[src/rtl/register_file_if.sv]
// Register-file port bundle: two read ports, one write port and the commit counter.
interface register_file_if #(
    parameter int unsigned DATA_W = 32,
    parameter int unsigned ADDR_W = 5,
    parameter int unsigned CNT_W  = 16
);
    logic [ADDR_W-1:0] read_reg1;
    logic [ADDR_W-1:0] read_reg2;
    logic [ADDR_W-1:0] write_reg;
    logic [DATA_W-1:0] write_data;
    logic              reg_write;
    logic [DATA_W-1:0] read_data1;
    logic [DATA_W-1:0] read_data2;
    logic [CNT_W-1:0]  write_count;

    modport master (
        output read_reg1, read_reg2, write_reg, write_data, reg_write,
        input  read_data1, read_data2, write_count
    );

    modport slave (
        input  read_reg1, read_reg2, write_reg, write_data, reg_write,
        output read_data1, read_data2, write_count
    );
endinterface

[src/rtl/register_file.sv]
// MIPS GPR file: 2 combinational read ports, 1 synchronous write port, r0 hardwired to zero.
// Optional same-cycle write-to-read forwarding when REGFILE_BYPASS_EN is defined.
module register_file #(
    parameter int unsigned DATA_W = 32,
    parameter int unsigned ADDR_W = 5
) (
    input  logic             clk,
    input  logic             rst,
    register_file_if.slave   bus
);
    localparam int unsigned NUM_REGS = 2 ** ADDR_W;
    localparam int unsigned CNT_W    = 16;

    logic [DATA_W-1:0] regs_q [NUM_REGS];
    logic [DATA_W-1:0] regs_d [NUM_REGS];
    logic [CNT_W-1:0]  write_count_q;
    logic [CNT_W-1:0]  write_count_d;
    logic              wr_en;

    // Writes to r0 are dropped entirely, including from the commit count.
    assign wr_en = bus.reg_write && (bus.write_reg != '0);

    always_comb begin
        regs_d        = regs_q;
        write_count_d = write_count_q;
        if (wr_en) begin
            regs_d[bus.write_reg] = bus.write_data;
            if (write_count_q != '1) begin
                write_count_d = write_count_q + CNT_W'(1);
            end
        end
    end

    always_ff @(posedge clk or posedge rst) begin
        if (rst) begin
            for (int i = 0; i < int'(NUM_REGS); i++) begin
                regs_q[i] <= '0;
            end
            write_count_q <= '0;
        end else begin
            regs_q        <= regs_d;
            write_count_q <= write_count_d;
        end
    end

    // Read ports; forwarding is gated by rst so outputs stay zero during reset.
    always_comb begin
        bus.read_data1 = (bus.read_reg1 == '0) ? '0 : regs_q[bus.read_reg1];
        bus.read_data2 = (bus.read_reg2 == '0) ? '0 : regs_q[bus.read_reg2];
`ifdef REGFILE_BYPASS_EN
        if (!rst && wr_en && (bus.read_reg1 == bus.write_reg)) begin
            bus.read_data1 = bus.write_data;
        end
        if (!rst && wr_en && (bus.read_reg2 == bus.write_reg)) begin
            bus.read_data2 = bus.write_data;
        end
`endif
    end

    assign bus.write_count = write_count_q;
endmodule

[src/flat_wrapper.sv]
// flat-port wrapper written by rule: the top's interface ports become plain ports
module register_file_flat 
#(
    parameter int unsigned DATA_W = 32,
    parameter int unsigned ADDR_W = 5
)
  (clk, rst, bus_read_reg1, bus_read_reg2, bus_write_reg, bus_write_data, bus_reg_write, bus_read_data1, bus_read_data2, bus_write_count);
  register_file_if #(.DATA_W(DATA_W), .ADDR_W(ADDR_W)) bus_i ();
  input  logic clk;
  input  logic rst;
  input wire logic [$bits(bus_i.read_reg1)-1:0] bus_read_reg1;
  input wire logic [$bits(bus_i.read_reg2)-1:0] bus_read_reg2;
  input wire logic [$bits(bus_i.write_reg)-1:0] bus_write_reg;
  input wire logic [$bits(bus_i.write_data)-1:0] bus_write_data;
  input wire logic [$bits(bus_i.reg_write)-1:0] bus_reg_write;
  output wire logic [$bits(bus_i.read_data1)-1:0] bus_read_data1;
  output wire logic [$bits(bus_i.read_data2)-1:0] bus_read_data2;
  output wire logic [$bits(bus_i.write_count)-1:0] bus_write_count;
  assign bus_i.read_reg1 = bus_read_reg1;
  assign bus_i.read_reg2 = bus_read_reg2;
  assign bus_i.write_reg = bus_write_reg;
  assign bus_i.write_data = bus_write_data;
  assign bus_i.reg_write = bus_reg_write;
  assign bus_read_data1 = bus_i.read_data1;
  assign bus_read_data2 = bus_i.read_data2;
  assign bus_write_count = bus_i.write_count;
  register_file #(.DATA_W(DATA_W), .ADDR_W(ADDR_W)) u_core (.clk(clk), .rst(rst), .bus(bus_i));
endmodule
[config.mk]
export PLATFORM = sky130hd
export DESIGN_NAME = register_file_flat
export DESIGN_NICKNAME = d
export VERILOG_FILES = /design/src/rtl/register_file_if.sv /design/src/rtl/register_file.sv /design/src/flat_wrapper.sv
export SDC_FILE = /design/constraint.sdc
export NUM_CORES = 2
export LEC_CHECK = 0
export BUFFER_PORTS_ARGS = -buffer_cell sky130_fd_sc_hd__buf_2
export CORE_MARGIN = 2
export CORE_UTILIZATION = 40
export CTS_BUF_LIST = sky130_fd_sc_hd__clkbuf_8 sky130_fd_sc_hd__clkbuf_16
export DETAILED_ROUTE_END_ITERATION = 16
export GPL_ROUTABILITY_DRIVEN = 1
export HOLD_SLACK_MARGIN = 0.02
export PLACE_DENSITY = 0.56
export SYNTH_ARGS = -nofsm -noshare
export SYNTH_HDL_FRONTEND = slang
export SYNTH_SLANG_ARGS = --single-unit
export TNS_END_PERCENT = 10
[constraint.sdc]
create_clock -name clk -period 102.9 [get_ports clk]
set_clock_uncertainty 0.2 [all_clocks]
set_input_delay 20.58 -clock clk [delete_from_list [all_inputs] [get_ports clk]]
set_output_delay 20.58 -clock clk [all_outputs]
set_load 0.01 [all_outputs]
==> results.yml <==
status:
  outcome: "completed"
pwr:
  power_mw: 1.215
  peakVddDrop_uv: 15.35
  power_density_mw_per_mm2: 19.84
  p_leak_nw: 26.87
grt:
  grt_use_total_pct: 25.66
  grt_max_degree: 158
  grt_pass1_vias: 35230
  antenna_found_initial: 18
  grt_pass1_wl_mm: 261.7
  grt_overflow_total: 0
routing:
  num_vias: 34120
  wirelength_mm: 179.9
  dr.pass1.iters: 5
  drc: 0
  routed_via_density: 6.314
  wire_per_inst_um: 33.30
  ant_nets: 0
  first_iter_violations: 2974
clock_network:
  insertion_delay_ns: 0.75
  cts_made_buffers: 120
  root_buffer: "clkbuf_16"
  htree_levels: 3
  tritoncts: "built"
  hold_buffers: 0
  cts_buffer_depth: 3
  cts_num_sinks: 1040
  cts_resized: 0
  cts_setup_buffers: 0
  path_clk_slew_ns: 0.06
floorplan:
  start_util_pct: 40.31
  rows: 136
  die_h_um: 376.4
  die_w_um: 376.4
  pin_count: 130
  core_area_mm2: 0.1377
  die-area_mm2: 0.1417
synth:
  netlist_top_cells_area: "dfrtp_1, mux2_2, mux4_2"
  yosysTopAreaCell: "dfrtp_1"
  async_flop_share_pct: 100.0
  syn-num-nets: 3639
  syn_avg_cell_area_um2: 15.46
  syn_inst: 3588
  ys_ff_latch: 1040
  synth.distinct_cells: 54
  synth_flop_cell: "dfrtp_1"
  synth.top_cell.area_share_pct: 46.90
  yosysWarnings: 0
  synth_edf_count: 0
  synth_area_mm2: 0.05549
  synth-seq-area-share_pct: 46.90
finish:
  fill_cells: 12130
  area_delta_synth_final_pct: 10.38
  stdcell_area_mm2: 0.06125
  multi_input_area_mm2: 0.02765
  drive_above_1_share_pct: 54.61
  regArea_mm2: 0.02603
  nets: 3556
setup_path:
  path_delay_family: "buffers and inverters"
  slowest_delay_ns: 0.96
  critical_path_class: "input port to primary output"
  cp-start-kind: "input port"
  cp_cell_sequence: "buf_8, buf_12, buf_4, mux4_2, mux2i_1, a21oi_1, o21ai_1, a21oi_1, buf_2"
  slowest_stage: "buf_4"
  end_kind: "primary output"
  arrival_ns: 24.88
  path_buf_inv: 4
  critPathRequiredTime_ns: 82.12
  cp_max_fo: 93
  cp_common_cell: "a21oi_1"
placed_design:
  gp_congestion: 0.7574
  port_buffers: 129
  hpwl_mm: 97.61
  place_area_mm2: 0.05726
min_path:
  min_path_type: "register to register"
timing:
  finalSetupViolations: 0
  rsz0062_at_grt: "false"
  fin_crit_sh_pct: 44.38
  relSlewSlack_pct: 2.129
  finalHoldViolCount: 0
  fin_setup_tns_ns: 0
  max_freq_mhz: 21.90
  post-route-min-period_ns: 45.66
  hold_ws_ns: 0.1933
  slew_violations: 0
  worstMarginPinSlew_ns: 1.465
job:
  max_cap_violations: 0
routing by layer:
| metal | share of wire (%) | vias up | GRT usage, % |
|---|---|---|---|
| met3 | 6.3 | 297 | 4.486 |
| met1 | 44 | 18900 | 36.79 |
| met2 | 46 | 1139 | 39.91 |
| li1 | - | 13780 | - |
| met5 | 0.023 | - | 0 |
| met4 | 2.9 | 6 | 7.789 |
cell usage in the layout, fill, tap and decap left out, drive strengths merged, types with 10 or more instances in the layout:
cell type	Yosys	layout
a211o	16	16
a211oi	24	24
a21oi	95	95
a221oi	47	47
a22oi	17	17
a31oi	10	10
buf	225	207
clkbuf	174	157
clkinv	0	26
dfrtp	1040	1040
inv	3	32
mux2	1051	1051
mux2i	111	111
mux4	512	512
nand2	39	39
nor2	75	75
nor2b	28	28
o21ai	41	41
sequential cells by signal (all words and copies together) (netlist names):
signal                  count
u_core.regs_q            1024
u_core.bus.write_count     16
Yosys cell counts, drive strengths merged (28+ instances only):
cell	count
a21oi	95
a221oi	47
buf	225
clkbuf	174
dfrtp	1040
mux2	1051
mux2i	111
mux4	512
nand2	39
nor2	75
nor2b	28
o21ai	41
path summary, 6_finish.rpt:
path / slack, ns / depth (start not counted) / to / start
worst min-delay path: 0.19 / 0 / u_core.regs_q[993] / u_core.regs_q[993]
min in group asynchronous: 19.81 / 2 / u_core.bus.write_count[7] / rst
worst max-delay path: 57.24 / 9 / bus_read_data2[10] / bus_read_reg2[1]
worst max register to register: 100.75 / 5 / u_core.bus.write_count[15] / u_core.bus.write_count[2]
max in group asynchronous: 78.80 / 6 / u_core.regs_q[871] / rst
worst min register to register: 0.19 / 0 / u_core.regs_q[993] / u_core.regs_q[993]
area by class of cell:
| type | count | share of cell area [%] |
|---|---|---|
| Inverter | 3 | 0.03064 |
| Sequential cell | 1040 | 42.49 |
| Clock inverter | 64 | 0.7457 |
| Multi-Input combinational cell | 2133 | 45.15 |
| Tap cell | 1794 | 3.665 |
| Timing Repair Buffer | 207 | 2.161 |
| Antenna cell | 5 | 0.02043 |
| Clock buffer | 157 | 5.734 |
cells by family after synthesis:
| logic type | share of synthesized area [%] |
|---|---|
| flip-flops | 46.90 |
| AND/OR/NAND/NOR | 1.624 |
| adder cells (fa/ha/maj) | 0.02255 |
| XOR/XNOR | 0.2368 |
| buffers and inverters | 3.755 |
| AO/OA/AOI/OAI | 3.062 |
| multiplexers | 44.40 |
stage by stage:
step / instances / worst slack, ns / utilization, %
final: 5403 / 57.24 / 44.49
after global routing: 5399 / 56.99 / 44.48
after CTS: 5398 / 57.24 / 44.48
after detailed placement: 5177 / 57.24 / 41.60
after global placement: 5177 / 57.22 / 41.60
after floorplan: 3588 / 52.85 / -
report_power, final:
part / switching [mW] / total (mW) / internal (mW) / leakage (nW)
logic: 0.0972 / 0.243 / 0.146 / 11.4
clock network: 0.183 / 0.430 / 0.248 / 2.07
registers: 0.0555 / 0.542 / 0.486 / 13.4
Power figures use the tool's default switching activity.
